==> src/rtl/sc_bitstream_gen.sv <==
// Stochastic number generator: compares LFSR words against a latched value to emit a unipolar bitstream.
// Optional SC_ONES_COUNT_EN adds a ones_count output tallying the accepted 1-bits of the current stream.
module sc_bitstream_gen #(
  parameter int unsigned N     = 8,
  parameter int unsigned LEN_W = 16
) (
  input  logic             clk,
  input  logic             rst,
  input  logic             in_valid,
  output logic             in_ready,
  input  logic [N-1:0]     in_value,
  input  logic [LEN_W-1:0] in_len,
  input  logic [N-1:0]     rnd,
  output logic             lfsr_enable,
  output logic             lfsr_restart,
  output logic             bit_out,
  output logic             bit_valid,
  input  logic             bit_ready,
  output logic             last,
`ifdef SC_ONES_COUNT_EN
  output logic [LEN_W-1:0] ones_count,
`endif
  output logic             busy
);

  typedef enum logic [1:0] {
    IDLE   = 2'd0,
    SEED   = 2'd1,
    STREAM = 2'd2
  } state_t;

  state_t           state, state_nxt;
  logic [N-1:0]     value_q;
  logic [LEN_W-1:0] len_q;
  logic [LEN_W-1:0] cnt;
  logic             req_take;
  logic             bit_take;

  // State register and datapath; in_len==0 requests are accepted but never latched.
  always_ff @(posedge clk) begin
    if (rst) begin
      state   <= IDLE;
      value_q <= '0;
      len_q   <= '0;
      cnt     <= '0;
    end else begin
      state <= state_nxt;
      if (req_take && (in_len != '0)) begin
        value_q <= in_value;
        len_q   <= in_len;
        cnt     <= '0;
      end else if (bit_take) begin
        cnt <= cnt + LEN_W'(1);
      end
    end
  end

  // Next state and handshake outputs; bit_out/last/lfsr_enable follow rnd and bit_ready directly.
  always_comb begin
    state_nxt    = state;
    in_ready     = 1'b0;
    busy         = 1'b1;
    lfsr_restart = 1'b0;
    lfsr_enable  = 1'b0;
    bit_valid    = 1'b0;
    bit_out      = 1'b0;
    last         = 1'b0;
    req_take     = 1'b0;
    bit_take     = 1'b0;
    case (state)
      IDLE: begin
        in_ready = 1'b1;
        busy     = 1'b0;
        req_take = in_valid;
        if (in_valid && (in_len != '0)) state_nxt = SEED;
      end
      SEED: begin
        lfsr_restart = 1'b1;
        state_nxt    = STREAM;
      end
      STREAM: begin
        bit_valid   = 1'b1;
        bit_out     = (rnd < value_q);
        last        = (cnt == (len_q - LEN_W'(1)));
        bit_take    = bit_ready;
        lfsr_enable = bit_ready;
        if (bit_ready && last) state_nxt = IDLE;
      end
      default: state_nxt = IDLE;
    endcase
  end

`ifdef SC_ONES_COUNT_EN
  // Tally of accepted 1-bits, held through IDLE until the next accepted request.
  always_ff @(posedge clk) begin
    if (rst || req_take) begin
      ones_count <= '0;
    end else if (bit_take && bit_out) begin
      ones_count <= ones_count + LEN_W'(1);
    end
  end
`endif

endmodule

==> config.mk <==
export PLATFORM = sky130hd
export DESIGN_NAME = sc_bitstream_gen
export DESIGN_NICKNAME = d
export VERILOG_FILES = /design/src/rtl/sc_bitstream_gen.sv
export SDC_FILE = /design/constraint.sdc
export NUM_CORES = 1
export LEC_CHECK = 0
export CORE_ASPECT_RATIO = 0.8
export CORE_MARGIN = 4
export CORE_UTILIZATION = 36
export DETAILED_ROUTE_END_ITERATION = 10
export PLACE_DENSITY = 0.58
export SLEW_MARGIN = 20
export SYNTH_ARGS = -nofsm -noshare
export SYNTH_HDL_FRONTEND = slang
export SYNTH_SLANG_ARGS = --single-unit
export TNS_END_PERCENT = 100
==> constraint.sdc <==
create_clock -name clk -period 3.5 [get_ports clk]
set_clock_uncertainty 0.2 [all_clocks]
set_input_delay 0.7 -clock clk [delete_from_list [all_inputs] [get_ports clk]]
set_output_delay 0.7 -clock clk [all_outputs]
set_load 0.005 [all_outputs]
Yosys cells after proc, flatten, opt, wreduce, memory -nomap -nowiden
Index checks and enable logic that the tools add are counted.

Flip-flop bits (word level): 42. Logic and storage cells: 30. Output and inout bits: 7. Bits of input ports: 36.

Reductions and logical operators: 7. $lt $le $gt $ge: 1. Mux-type cells: 11. Add/sub/neg operators: 2. Equal/unequal tests: 5.

Operator list (count): adder 16 x 1 -> 16 bit, second input constant (1); equality test 16 bit (1); nonzero test 16 bit (1); subtractor 16 x 1 -> 16 bit, second input constant (1); less-than comparator 8 bit (1); two-way mux 1 bit (8); case mux 2 bit (3 select lines) (1); two-way mux 2 bit (2); != test 2 bit, second input constant (2); logical AND 1 bit (3); equality test 2 x 1 -> 1 bit, second input constant (1); equality test 2 bit, second input constant (1); logical NOT 2 bit (1); AND reduction 2 bit (1); OR reduction 2 bit (1).

Longest topological paths before layout
Depth in word-level cells: 5. Depth in mapped cells: 8. Mapped depth without buffers: 8.

Worst setup path after synthesis
No wires, ideal clock.

Kind: register to output. Start point: register len_q[0]. End point: output port last. Buffers on the path: 0. Required time: 2.600 ns. Setup slack: 0.541 ns. Stages on the path, launching flop included: 9. Arrival time: 2.059 ns. Cell sequence: dfxtp_1 inv_1 ha_1 nor2b_1 or3_1 a31oi_1 nand4b_1 or3_1 nor4_1.

Cells in the longest elaborated chain, start to end: 3.

RTL lines: start: declaration (line 34) `logic [LEN_W-1:0] len_q;`; start signal: assignment (line 50) `len_q <= in_len;`; subtractor 16 x 1 -> 16 bit (line 84) `last = (cnt == (len_q - LEN_W'(1)));`; equality test 16 bit (line 84); two-way mux 1 bit (line 70) `case (state)`; end: declaration (line 19) `output logic last,`.

No other way between the ends.

Worst setup path after layout
Start point: input port rnd[1]. End point: output port bit_out.

Cells in the longest elaborated chain, start to end: 2.

RTL lines: start: declaration (line 13) `input logic [N-1:0] rnd,`; less-than comparator 8 bit (line 83) `bit_out = (rnd < value_q);`; two-way mux 1 bit (line 70); end: declaration (line 16) `output logic bit_out,`.

No other way between the ends.

==> results.md <==
- The flow ran to the end, and the final reports show no timing, DRC or antenna violations.
- The clock reaches the later pin of the worst-skew pair after 290 ps.
- The placed cell area is ~3100 sq um.
- The net count of the mapped netlist is 316.
- The worst setup path is captured at an output pin.
- In the synthesized netlist, mux cells make up a little over a tenth of the area.
- The dominant combinational cell family by area after synthesis is simple AND/OR/NAND/NOR gates.
- Input and output buffers added on the ports amount to 42.
- STA puts the critical path data arrival time at ~2500 ps.
- The detailed-route wire length per cell is 14.0 microns.
- The sum of routed wire length over all layers is roughly 5800 microns.
- The post-synthesis share of cell area spent on full adders, half adders and majority gates is around 4.7%.
- The fraction of the yosys area taken by sequential cells is about a third.
- The final max-slew violation count is 0.
- The simple logic cell fraction of the synthesized area is a little over a quarter.
- The via count of the first global-routing pass came to about 2000.
- The commonest cells after synthesis are nor2_1, dfxtp_1, mux2i_1.
- The finished layout holds approximately 420 standard cells, fillers aside.
- The die covers slightly above 8000 sq um.
- Row generation in the floorplan step produced 26 rows.
- The path class of the lowest-slack min-delay path is reg -> reg.
- The share of total power dissipated in the clock network is between 20% and 30%.
- The kind of cell with the highest combined delay along the critical path is compound AO/OA/AOI/OAI gates.
- The number of remaining DRC errors is 0.
- The switching power is about 0.32 mW.
- The first-pass iteration count of the detailed router is 4.
- The total via count after detailed routing is approximately 2000.
- Timing would allow up to about 300 MHz.
- The count of flip-flops with a built-in enable after synthesis is 0.
- The slowest cell on the critical path is clkdlybuf4s50_1.
- With fillers left out, the area of the finished cells amounts to 3170 sq um.
- The clock period could shrink to roughly 3400 ps.
- The footprint of the multi-input gates is roughly 1500 sq um.
- The final HPWL from detailed placement is around 4700 microns.
- The global-route congestion overflow total is 0.
- For this design the static power due to leakage is about 1.3 nW.
- On the worst path, the slowest cell contributes a delay of approximately 400 ps.
- The sequential share of power is a little under half.
- Counting flops and latches in the post-synthesis netlist gives 42.
- At the worst endpoint, the required time is 2600 ps.
- Summing all flip-flop and latch instances after layout gives 843 sq um.
- The core area is around 6400 sq um.
- The final setup violation count is 0.
- The initial antenna violation count is 0.
- The hold buffer count at CTS is 0.
- The worst slew margin relative to its limit is 58.0%.
- The cell count after synthesis is around 270.
- The H-tree generated during clock tree synthesis spans 2 levels.
- For this run, the post-layout net count is around 380.
- The global-route total usage across every layer is between 15 and 20%.
- Routability-driven placement finished with a final weighted congestion of approximately 0.8.
- The switching part of the total power is between 20 and 30%.
- Of all cell types, the one taking the most synthesized area is dfxtp_1.
- The reported max-cap violation count is 0.
- The path type of the worst setup path is in -> out.
- Counting along the longest clock path gives a buffer depth of 2.
- TritonCTS built the clock tree.
- The die is roughly 80 microns tall.
- Setup repair after global routing left no endpoint under its margin.
- Across the VDD grid, the largest voltage drop is roughly 0.16 mV.
- The slack of the worst reg-to-reg path is approximately 1000 ps.
- The combined area of all synthesized cells is between 2000 and 2500 sq um.
- The final-report hold violation count is 0.
- The critical path goes through clkdlybuf4s50_1 > ha_1 > a21o_1 > a21o_1 > a211oi_2 > o21bai_1 > a31oi_1 > dlygate4sd2_1.
- CTS placed an instance of clkbuf_8 at the clock tree root.
- The final cycle utilization of the critical path is a little over nine tenths.
- The share of synthesized area in the top cell type comes to between 30% and 40%.
- The routed via count divided by cell count is 4.88.
- The proportion of power drawn by combinational gates is about 28%.
- The ratio of cells with drive above 1 in the final layout is about 14%.
- During synthesis, Yosys emitted a total of 0 warnings.
- The synthesized area divided by synthesized cell count is between 8 and 9 sq um.
- The die is between 90 and 100 microns wide.
- The number of buffers and inverters on the critical path is 2.
- Cell internal power was estimated by the tool at 0.822 mW.
- The total power divided by cell area is around 360 nW/um^2.
- Clock tree synthesis inserted a total of 5 buffers.
- The synthesized netlist devotes around an eighth of its cell area to XOR and XNOR gates.
- In this run the worst path has a maximum fanout of 1.
- The number of different library cells used by synthesis comes to 50.
- The most instantiated flip-flop cell in the synthesis netlist is dfxtp_1.
- The wire length of the first global-routing pass is around 9600 microns.
- The count of placed standard cells including taps is 410.
- The clock slew seen by the registers of the worst setup and hold paths is approximately 70 ps.
- After synthesis, the cell types taking the most area are dfxtp_1, mux2i_1, nor2_1.
- The synthesized netlist devotes about 8.4% of its cell area to compound gates.
- The library cell with the highest instance count after synthesis is nor2_1.
- The clock net in this run drives a total of 42 sinks.
- In this run the count of I/O pins placed on the die edge is 43.
- In this run, the number of DRC markers left after iteration 0 of detailed routing was between 40 and 50.
- The detail route stage leaves a number of antenna-violating nets equal to 0.
- Entering global routing, the biggest net connects 27 pins.
- The worst setup path is launched from an input port.
- Fill cells in the final layout number approximately 630.
- The share of synthesized flip-flops with an asynchronous set or reset is 0%.
- The initial core utilization is 37.3%.
- The slew at the pin with the worst max-slew slack is between 600 and 700 ps.
- The relative area change from synthesis to final layout is 31.8%.
- The cell that appears most often on the critical path is a21o_1.
- The number of antenna cells inserted is 0.
==> worst min-delay path, cell delays in order (launching register included) <==
cell and delay (ps):
dfxtp_1 340, mux2i_1 70, nor2_1 70
==> state kept, by name (all words and copies together), names as in the netlist <==
name,cells
len_q,16
state,2
value_q,8
cnt,16
==> layout make-up <==
type                       instances  share of cell area [%]
tap                               84                    3.32
clock buffer                       6                    2.61
multi-input combinational        208                    47.5
inverter                          12                    1.42
timing repair buffer              65                    18.5
sequential                        42                    26.6
==> layout by cell type, fill, tap and decap left out, types with 2 or more instances in the layout <==
| master | netlist | layout |
|---|---|---|
| and4_1 | 3 | 3 |
| clkbuf_8 | 0 | 6 |
| nor3b_1 | 2 | 2 |
| mux2i_1 | 25 | 25 |
| xor2_1 | 17 | 17 |
| buf_4 | 0 | 23 |
| nand2_1 | 10 | 10 |
| or3_1 | 4 | 3 |
| nor2b_1 | 4 | 4 |
| clkdlybuf4s50_1 | 0 | 40 |
| ha_1 | 9 | 9 |
| nand4_1 | 5 | 5 |
| inv_1 | 12 | 12 |
| a21o_1 | 2 | 2 |
| nor4_1 | 7 | 6 |
| nand3_1 | 8 | 8 |
| or2_2 | 2 | 2 |
| nor2_1 | 48 | 48 |
| a211oi_2 | 1 | 2 |
| nand2b_1 | 6 | 6 |
| o21ai_0 | 3 | 3 |
| dfxtp_2 | 0 | 2 |
| and3b_1 | 2 | 2 |
| a31oi_1 | 4 | 3 |
| dfxtp_1 | 42 | 40 |
| nor4_2 | 2 | 3 |
| nor3_1 | 4 | 4 |
| xnor2_1 | 16 | 16 |
| a211o_1 | 2 | 2 |
==> power by group through the flow <==
stage | combinational, mW | clock, mW | sequential [mW]
after floorplan | 0.177 | 0 | 0.530
after global placement | 0.304 | 0 | 0.527
after detailed placement | 0.305 | 0 | 0.528
after CTS | 0.310 | 0.321 | 0.516
after global routing | 0.348 | 0.341 | 0.519
final | 0.314 | 0.309 | 0.517
==> cell families (layout without fill, tap and decap cells) <==
group,Yosys count,after routing
mux,25,25
flops,42,42
xor+xnor,33,33
simple gates,116,116
compound gates,25,25
fa+ha+maj,9,9
buf+inv,21,83
==> metal layers <==
layer / up-vias / share of wire (%) / track usage (%)
met4: 0 / 1.1 / 4.23
li1: 1072 / - / -
met2: 22 / 43 / 23.2
met5: - / 0 / 0
met3: 8 / 3.1 / 3.43
met1: 935 / 53 / 21.5
==> path summary, 6_finish.rpt <==
path              start    endpoint  cells past startpoint
max reg2reg    len_q[0]    state[1]                     10
max              rnd[1]     bit_out                      8
min reg2reg  value_q[0]  value_q[0]                      2
min          value_q[0]  value_q[0]                      2
==> stage by stage <==
step                      TNS (ps)  util, %  hold WS, ps  worst slack, ps  total power [mW]
after floorplan                  0        -          263              541             0.706
after global placement        -189     47.5          273             -169             0.830
after detailed placement      -232     47.5          289             -210             0.833
after CTS                        0     49.0          309             15.4              1.15
after global routing             0     49.1          329             5.56              1.21
final                            0     49.1          310              140              1.14
==> timing repair <==
action | 4_1_cts | 5_1_grt
gates cloned | 0 | 0
gates resized for setup | 7 | 4
buffers inserted | 0 | 1
hold endpoints to repair | 0 | 0
pin swaps | 2 | 2
endpoints found under the setup margin | 2 | 2
No activity file was read; power rests on OpenSTA's default activity.
